==> src/rtl/sequencer_pkg.sv <==
// rtl/sequencer_pkg.sv - shared states, opcodes and PC helpers for the instruction sequencer
package sequencer_pkg;

    localparam int PC_WIDTH = 8;

    typedef enum logic [2:0] {
        IDLE      = 3'd0,
        FETCH     = 3'd1,
        DECODE    = 3'd2,
        EXECUTE   = 3'd3,
        MEMORY    = 3'd4,
        WRITEBACK = 3'd5
    } seq_state_t;

    localparam logic [1:0] OP_ADD   = 2'b00;
    localparam logic [1:0] OP_LOAD  = 2'b01;
    localparam logic [1:0] OP_STORE = 2'b10;
    localparam logic [1:0] OP_BEQ   = 2'b11;

    // Two-bit branch immediate, sign-extended to the PC width (-2..+1).
    function automatic logic [PC_WIDTH-1:0] sext_offset(input logic [1:0] imm);
        return {{(PC_WIDTH-2){imm[1]}}, imm};
    endfunction

endpackage

==> src/rtl/program_counter.sv <==
// rtl/program_counter.sv - program counter with increment / branch-offset adder
// Advances by 1, or by 1 + sign-extended offset on a taken branch; wraps modulo 2^PC_WIDTH.
module program_counter
    import sequencer_pkg::*;
(
    input  logic                clock,
    input  logic                clear,
    input  logic                advance,
    input  logic                take_branch,
    input  logic [1:0]          offset,
    output logic [PC_WIDTH-1:0] pc
);

    localparam logic [PC_WIDTH-1:0] PC_ONE = PC_WIDTH'(1);

    logic [PC_WIDTH-1:0] pc_step;

    always_comb begin
        pc_step = PC_ONE;
        if (take_branch) begin
            pc_step = PC_ONE + sext_offset(offset);
        end
    end

    always_ff @(posedge clock or posedge clear) begin
        if (clear) begin
            pc <= '0;
        end else if (advance) begin
            pc <= pc + pc_step;
        end
    end

endmodule

==> src/rtl/instruction_sequencer.sv <==
// rtl/instruction_sequencer.sv - multi-cycle fetch/decode/execute/memory/writeback sequencer
// Optional saturating performance counters are built when SEQ_PERF_COUNTERS_EN is defined.
module instruction_sequencer
    import sequencer_pkg::*;
#(
    parameter int MEM_TIMEOUT = 15
) (
    input  logic        clock,
    input  logic        clear,
    input  logic        run,
    input  logic        step,
    input  logic [7:0]  instruction,
    input  logic        branch_taken,
    input  logic        mem_ack,
    output logic [7:0]  read_address,
    output logic [7:0]  current_instruction,
    output logic        ir_load,
    output logic        reg_read_en,
    output logic        alu_en,
    output logic        mem_req,
    output logic        mem_we,
    output logic        reg_write_en,
    output logic [2:0]  state,
    output logic        busy,
    output logic        fault,
    output logic [15:0] retired_count,
    output logic [15:0] stall_count
);

    localparam logic [7:0] WAIT_LAST = 8'(MEM_TIMEOUT - 1);

    seq_state_t state_q;
    seq_state_t state_d;
    logic [7:0] wait_cnt;
    logic [1:0] opcode;
    logic       retire;
    logic       take_branch;
    logic       fault_set;

    assign opcode = current_instruction[7:6];

    always_comb begin
        state_d     = state_q;
        retire      = 1'b0;
        take_branch = 1'b0;
        fault_set   = 1'b0;
        case (state_q)
            IDLE: begin
                if (!fault && (run || step)) begin
                    state_d = FETCH;
                end
            end
            FETCH:  state_d = DECODE;
            DECODE: state_d = EXECUTE;
            EXECUTE: begin
                case (opcode)
                    OP_ADD:            state_d = WRITEBACK;
                    OP_LOAD, OP_STORE: state_d = MEMORY;
                    default: begin
                        retire      = 1'b1;
                        take_branch = branch_taken;
                    end
                endcase
            end
            MEMORY: begin
                // Ack beats a timeout landing in the same cycle.
                if (mem_ack) begin
                    if (opcode == OP_STORE) begin
                        retire = 1'b1;
                    end else begin
                        state_d = WRITEBACK;
                    end
                end else if (wait_cnt == WAIT_LAST) begin
                    state_d   = IDLE;
                    fault_set = 1'b1;
                end
            end
            WRITEBACK: retire = 1'b1;
            default:   state_d = IDLE;
        endcase
        if (retire) begin
            state_d = run ? FETCH : IDLE;
        end
    end

    always_ff @(posedge clock or posedge clear) begin
        if (clear) begin
            state_q             <= IDLE;
            current_instruction <= '0;
            fault               <= 1'b0;
            wait_cnt            <= '0;
        end else begin
            state_q <= state_d;
            if (state_q == FETCH) begin
                current_instruction <= instruction;
            end
            if (fault_set) begin
                fault <= 1'b1;
            end
            wait_cnt <= (state_q == MEMORY && state_d == MEMORY) ? wait_cnt + 8'd1 : 8'd0;
        end
    end

    program_counter u_program_counter (
        .clock       (clock),
        .clear       (clear),
        .advance     (retire),
        .take_branch (take_branch),
        .offset      (current_instruction[1:0]),
        .pc          (read_address)
    );

    assign ir_load      = (state_q == FETCH);
    assign reg_read_en  = (state_q == DECODE);
    assign alu_en       = (state_q == EXECUTE);
    assign mem_req      = (state_q == MEMORY);
    assign mem_we       = (state_q == MEMORY) && (opcode == OP_STORE);
    assign reg_write_en = (state_q == WRITEBACK);
    assign state        = state_q;
    assign busy         = (state_q != IDLE);

`ifdef SEQ_PERF_COUNTERS_EN
    logic [15:0] retired_q;
    logic [15:0] stall_q;

    always_ff @(posedge clock or posedge clear) begin
        if (clear) begin
            retired_q <= '0;
            stall_q   <= '0;
        end else begin
            if (retire && retired_q != 16'hFFFF) begin
                retired_q <= retired_q + 16'd1;
            end
            if (state_q == MEMORY && !mem_ack && stall_q != 16'hFFFF) begin
                stall_q <= stall_q + 16'd1;
            end
        end
    end

    assign retired_count = retired_q;
    assign stall_count   = stall_q;
`else
    assign retired_count = '0;
    assign stall_count   = '0;
`endif

endmodule

==> config.mk <==
export PLATFORM = sky130hd
export DESIGN_NAME = instruction_sequencer
export DESIGN_NICKNAME = d
export VERILOG_FILES = /design/src/rtl/sequencer_pkg.sv /design/src/rtl/program_counter.sv /design/src/rtl/instruction_sequencer.sv
export SDC_FILE = /design/constraint.sdc
export NUM_CORES = 1
export LEC_CHECK = 0
export ABC_AREA = 1
export CORE_ASPECT_RATIO = 0.75
export CORE_MARGIN = 5
export CORE_UTILIZATION = 48
export CTS_CLUSTER_DIAMETER = 120
export CTS_CLUSTER_SIZE = 14
export DETAILED_ROUTE_END_ITERATION = 10
export GPL_ROUTABILITY_DRIVEN = 0
export PLACE_DENSITY = 0.86
export SLEW_MARGIN = 25
export SYNTH_ARGS = -nofsm -noshare
export SYNTH_HDL_FRONTEND = slang
export SYNTH_SLANG_ARGS = --single-unit
==> constraint.sdc <==
create_clock -name clock -period 6.4 [get_ports clock]
set_clock_uncertainty 0.15 [all_clocks]
set_input_delay 1.28 -clock clock [delete_from_list [all_inputs] [get_ports clock]]
set_output_delay 1.28 -clock clock [all_outputs]
set_load 0.005 [all_outputs]
==> results.ini, run 1 <==
[outcome]
run_status = complete, no violations

[layout]
final_layout_size_suffix_gt1_frac = 0.0481
n_antenna_cell = 0
finish.net_count = 317
layout_commonest_cell = nand2_1
seq_area_sq_um = 701
final.fill_count = 345
multiInputGateArea_sq_um = 940
syn2layout_area_growth_pct = 20.6
layout.core_utilization = 0.615
layout.cells.most_common_list = nand2_1 (61), clkdlybuf4s50_1 (40), inv_1 (33)
post_layout_nonfiller_instances = 343

[clocking]
cts_hold_buffers = 0
tritoncts = yes
cts_max_level = 1
cts.path.max_buffers = 2
cts.repair.resized = 0
cts.reportedPaths.clkPinSlew_ns = 0.09
clk_latency_ns = 0.27
cts_num_sinks = 28
clk_root_buffer_cell = clkbuf_8
cts.repair_timing.setup_buffer_count = 0
cts_buffers = 3

[global_route]
initial_antenna_violation_count = 0
grt_max_degree = 29
track_usage = 0.153
grt_overflow = 0
first_pass_grt_wire_length_um = 6420
grt_pass1_vias = 1463

[floorplanning]
die_area_sq_mm = 0.00534
initial_core_util = 0.510
top_level_i_o_count = 73
row_count = 19
fp.coreArea_sq_mm = 0.00373
die_width_um = 82.7
chipHeight_um = 64.6

[timing]
achievable-frequency_ghz = 0.316
fin_crit_sh = 0.494
holdWs_ns = 0.337
relSlewSlack = 0.625
final.min_clock_period_ns = 3.16
final-max-slew-violation-count = 0
totalNegativeSetupSlack_ns = 0
report.final.hold_viol_count = 0
setup_viol = 0
grt_setup_unrepaired = false
max_slew.worst_pin.slew_ns = 0.562

[routing]
remaining_drc_errors = 0
drt-vias-per-instance = 4.58
routed-via-count = 1570
final_antenna_net_count = 0
postRouteWirelength_um = 4060
routedWlPerCell_um = 11.8
drt_iter0_markers = 80
drt_first_pass_iters = 4

[power]
internal_power_contribution_w = 0.000445
netSwitchingPower_w = 0.000265
pwr_density_cell_mw_per_mm2 = 309
ir_drop_uv = 192
power.switching_fraction = 0.373
fraction_of_power_consumed_by_combinational_cells = 0.461
total_leakage_power_nw = 1.20
seqPwrFrac = 0.388
clock_power_share = 0.151

[placed_design]
numPlacedInstances = 339
port_buffers = 40
total_half_perimeter_wirelength_after_legalization_and_detailed_placement_um = 3210

[yosys]
synth_sequential_area_ratio = 0.368
synth.cell_area_sq_mm = 0.00190
synth_mux_area_frac = 0
synth.top_cells.by_area = dfrtp_1 (37%), buf_4 (13%), nand2_1 (12%)
post-synth-top-area-cell = dfrtp_1
synth-edff-count = 0
ys_dominant_reg_cell = dfrtp_1
synthSimpleGateAreaFrac = 0.255
synth_top_family_by_area = simple AND/OR/NAND/NOR gates
netlist.area_leader.share = 0.368
syn_inst = 249
synth_compound_area_frac = 0.0670
yosys.area_share.adder = 0.0762
yosys.area_share.xor_xnor = 0.0322
yosysWarnings = 0
async_flop_share = 1.00
count_of_cell_types_in_the_netlist = 26
avg_synthesized_cell_area_sq_um = 7.65
synth-seq-cells = 28

[worst_setup_path]
arrival_ns = 1.73
cp_max_fo = 12
critPathLaunchType = flop
crit_type = flop to output pin
crit_path_end_kind = output pin
worst-endpoint-required_ns = 4.97

[min_path]
holdCritPathClass = flop to flop

[job]
timing.max_cap.violations = 0

[cells by family after synthesis]
family / after synthesis
compound gates: 22
xor+xnor: 7
fa+ha+maj: 11
buf+inv: 68
flops: 28
other cells: 1
simple gates: 112
[worst max-delay path: stages, from the launching register on]
cell	delay, ns
dfrtp_1	0.50
inv_1	0.09
nor3_1	0.15
buf_4	0.20
clkdlybuf4s50_1	0.52
[state kept, by name, summed over array words and instances, names as in the netlist]
name / count
current_instruction: 8
fault: 1
state: 3
u_program_counter.pc: 8
wait_cnt: 8
[path summary, 6_finish.rpt]
kind	start	slack (ns)	end	cells after the start
setup / recovery	state[0]$_DFF_PP0_	3.24	ir_load	4
hold / removal	fault$_DFFE_PP0P_	0.34	fault$_DFFE_PP0P_	2
setup reg to reg	state[2]$_DFF_PP0_	3.82	u_program_counter.pc[7]$_DFFE_PP0P_	13
hold reg to reg	fault$_DFFE_PP0P_	0.34	fault$_DFFE_PP0P_	2
max in group asynchronous	clear	4.50	wait_cnt[1]$_DFF_PP0_	2
min in group asynchronous	clear	1.23	u_program_counter.pc[5]$_DFFE_PP0P_	2
[metal layers]
layer | track usage | wire length (um) | up-vias | part of all wire
li1 | - | - | 794 | -
met1 | 0.212 | 1880 | 716 | 0.46
met2 | 0.238 | 1840 | 58 | 0.45
met3 | 0.0429 | 328 | 2 | 0.081
met4 | 0.0347 | 12 | 0 | 0.0030
met5 | 0 | 0 | - | 0
[power groups by stage]
stage               logic [W]  registers [W]  clock network, W
finish               0.000328       0.000275          0.000107
floorplan            0.000174       0.000271                 0
global route         0.000369       0.000283          0.000115
CTS                  0.000332       0.000275          0.000109
global placement     0.000320       0.000275                 0
detailed placement   0.000328       0.000278                 0
[final cells by class]
cell class | instances | share of cell area
Clock buffer | 4 | 0.0240
Inverter | 34 | 0.0556
Multi-Input combinational cell | 184 | 0.409
Sequential cell | 28 | 0.305
Tap cell | 52 | 0.0283
Timing Repair Buffer | 41 | 0.178
[synth_stat cells, types with 2 or more instances]
cell type	instances
nor2_2	3
xor2_1	6
nand4_1	3
nor3_1	5
nand2_2	2
ha_1	10
o21ai_0	12
nand3_1	14
buf_4	33
nand2_1	61
a21oi_1	3
inv_1	34
dfrtp_1	28
nor2_1	22
a21o_1	2
[metrics by stage]
step	instance area [sq um]	total power [W]	worst slack, ns
2_1_floorplan	2020	0.000445	3.70
6_report	2300	0.000710	3.24
3_3_place_gp	2240	0.000595	3.08
4_1_cts	2300	0.000717	3.23
5_1_grt	2300	0.000767	3.05
3_5_place_dp	2240	0.000606	3.00
Power figures use the tool's default switching activity.
==> run 2, diff against run 1 <==
--- a/config.mk
+++ b/config.mk
@@ -8,12 +8,12 @@
 export ABC_AREA = 1
 export CORE_ASPECT_RATIO = 0.75
 export CORE_MARGIN = 5
-export CORE_UTILIZATION = 48
+export CORE_UTILIZATION = 40
 export CTS_CLUSTER_DIAMETER = 120
 export CTS_CLUSTER_SIZE = 14
 export DETAILED_ROUTE_END_ITERATION = 10
 export GPL_ROUTABILITY_DRIVEN = 0
-export PLACE_DENSITY = 0.86
+export PLACE_DENSITY = 0.77
 export SLEW_MARGIN = 25
 export SYNTH_ARGS = -nofsm -noshare
 export SYNTH_HDL_FRONTEND = slang
==> constraint.sdc (replaced) <==
create_clock -name clock -period 2.53 [get_ports clock]
set_clock_uncertainty 0.15 [all_clocks]
set_input_delay 0.506 -clock clock [delete_from_list [all_inputs] [get_ports clock]]
set_output_delay 0.506 -clock clock [all_outputs]
set_load 0.005 [all_outputs]
==> run 2 against run 1 <==
  * Flip-flop and latch count unchanged
  * Register-to-register slack worse by 3.7 ns
  * Die area up 17%
  * Worst setup slack worse by 3.1 ns
  * First-iteration DRC count down 8.8%
  * Via count up 1.4%
  * Clock-buffer cell count down 1
  * Design area up 4.5%
  * Clock power rose to 3.3 times the previous value
==> results.ini, run 2 (same netlist as run 1, synthesis figures left out) <==
[clocking]
clk_latency_ns = 0.28
cts.repair.resized = 0
cts_hold_buffers = 0
cts.path.max_buffers = 2
cts_max_level = 1
tritoncts = yes
cts_num_sinks = 28
cts.repair_timing.setup_buffer_count = 0
clk_root_buffer_cell = clkbuf_8
cts_buffers = 3
cts.reportedPaths.clkPinSlew_ns = 0.10

[global_route]
grt_max_degree = 29
grt_overflow = 0
track_usage = 0.142
initial_antenna_violation_count = 0
first_pass_grt_wire_length_um = 7100
grt_pass1_vias = 1547

[placed_design]
port_buffers = 40
numPlacedInstances = 354
total_half_perimeter_wirelength_after_legalization_and_detailed_placement_um = 3440
placed_area_sq_mm = 0.00232

[timing]
final.min_clock_period_ns = 2.39
setup_viol = 0
achievable-frequency_ghz = 0.419
report.final.hold_viol_count = 0
totalNegativeSetupSlack_ns = 0
fin_crit_sh = 0.944
holdWs_ns = 0.327
final-max-slew-violation-count = 0

[worst_setup_path]
cp_max_fo = 6
critPathLaunchType = flop
crit_type = flop to flop
worst-endpoint-required_ns = 2.56
arrival_ns = 2.42
rr_startpoint = state[2]$_DFF_PP0_
crit_path_end_kind = flop
critical_path.startpoint = state[2]$_DFF_PP0_

[routing]
final_antenna_net_count = 0
drt_iter0_markers = 73
remaining_drc_errors = 0
drt-vias-per-instance = 4.45
drt_first_pass_iters = 7
routedWlPerCell_um = 11.9
postRouteWirelength_um = 4250
routed-via-count = 1592

[layout]
layout.cells.most_common_list = nand2_1 (61), clkdlybuf4s50_1 (39), inv_1 (33)
layout_commonest_cell = nand2_1
largestRegisters = current_instruction: 8 flops, u_program_counter.pc: 8 flops, wait_cnt: 8 flops
area_of_all_placed_cells_without_fillers_sq_mm = 0.00240
finish.net_count = 327
final.fill_count = 460
syn2layout_area_growth_pct = 26.0
post_layout_nonfiller_instances = 358
layout.core_utilization = 0.528
final_layout_size_suffix_gt1_frac = 0.0831
n_antenna_cell = 0

[floorplanning]
die_area_sq_mm = 0.00625
top_level_i_o_count = 73
initial_core_util = 0.419
chipHeight_um = 69.8
fp.coreArea_sq_mm = 0.00455
row_count = 21
die_width_um = 89.7

[power]
ir_drop_uv = 663
pwr_density_cell_mw_per_mm2 = 813
total_leakage_power_nw = 1.27

[job]
timing.max_cap.violations = 0

[min_path]
hp-start = current_instruction[3]$_DFFE_PP0P_
holdCritPathClass = flop to flop

[outcome]
run_status = complete, no violations

==> run 2: power by group <==
part,leakage (nW),switching (W),internal (W)
Combinational,0.875,0.000468,0.000474
Clock,0.0357,0.000143,0.000212
Sequential,0.362,0.0000850,0.000566
==> run 2: area by class of cell <==
| type | count | area [sq um] | share of cell area |
|---|---|---|---|
| clock buffer | 3 | 41.3 | 0.0172 |
| tap | 57 | 71.3 | 0.0297 |
| multi-input combinational | 184 | 942 | 0.393 |
| inverter | 34 | 128 | 0.0532 |
| clock inverter | 1 | 30.0 | 0.0125 |
| timing repair buffer | 51 | 485 | 0.202 |
| sequential | 28 | 701 | 0.292 |
==> run 2: metal layers <==
metal / track usage / share of wire / vias up
li1: - / - / 816
met1: 0.192 / 0.45 / 699
met5: 0 / 0 / -
met3: 0.0594 / 0.11 / 6
met2: 0.214 / 0.42 / 71
met4: 0.0231 / 0.0078 / 0
==> run 2: final timing paths <==
| check | end | slack, ns | cells past startpoint |
|---|---|---|---|
| max | u_program_counter.pc[7]$_DFFE_PP0P_ | 0.14 | 13 |
| min | current_instruction[3]$_DFFE_PP0P_ | 0.33 | 2 |
| max reg2reg | u_program_counter.pc[7]$_DFFE_PP0P_ | 0.14 | 13 |
| min reg2reg | current_instruction[3]$_DFFE_PP0P_ | 0.33 | 2 |
| max in group asynchronous | state[2]$_DFF_PP0_ | 1.54 | 3 |
| min in group asynchronous | u_program_counter.pc[7]$_DFFE_PP0P_ | 0.43 | 3 |
==> run 2: per-stage QoR <==
| stage | setup slack [ns] | power [W] |
|---|---|---|
| floorplan | 0.308 | 0.00113 |
| CTS | 0.0608 | 0.00197 |
| finish | 0.142 | 0.00195 |
| global route | -0.00670 | 0.00212 |
| detailed placement | -0.100 | 0.00160 |
| global placement | 0.0319 | 0.00159 |
==> run 2: worst max-delay path, stage by stage, from the launching register on <==
cell and delay [ns]:
dfrtp_1 0.38, inv_1 0.09, nand3_1 0.14, nor2_2 0.19, nand3_1 0.14, inv_2 0.14
ha_1 0.28, a21oi_1 0.16, a21boi_0 0.24, nand2_1 0.09, nand2_1 0.08, nand3_1 0.08
nand2_1 0.09, nand2_1 0.05
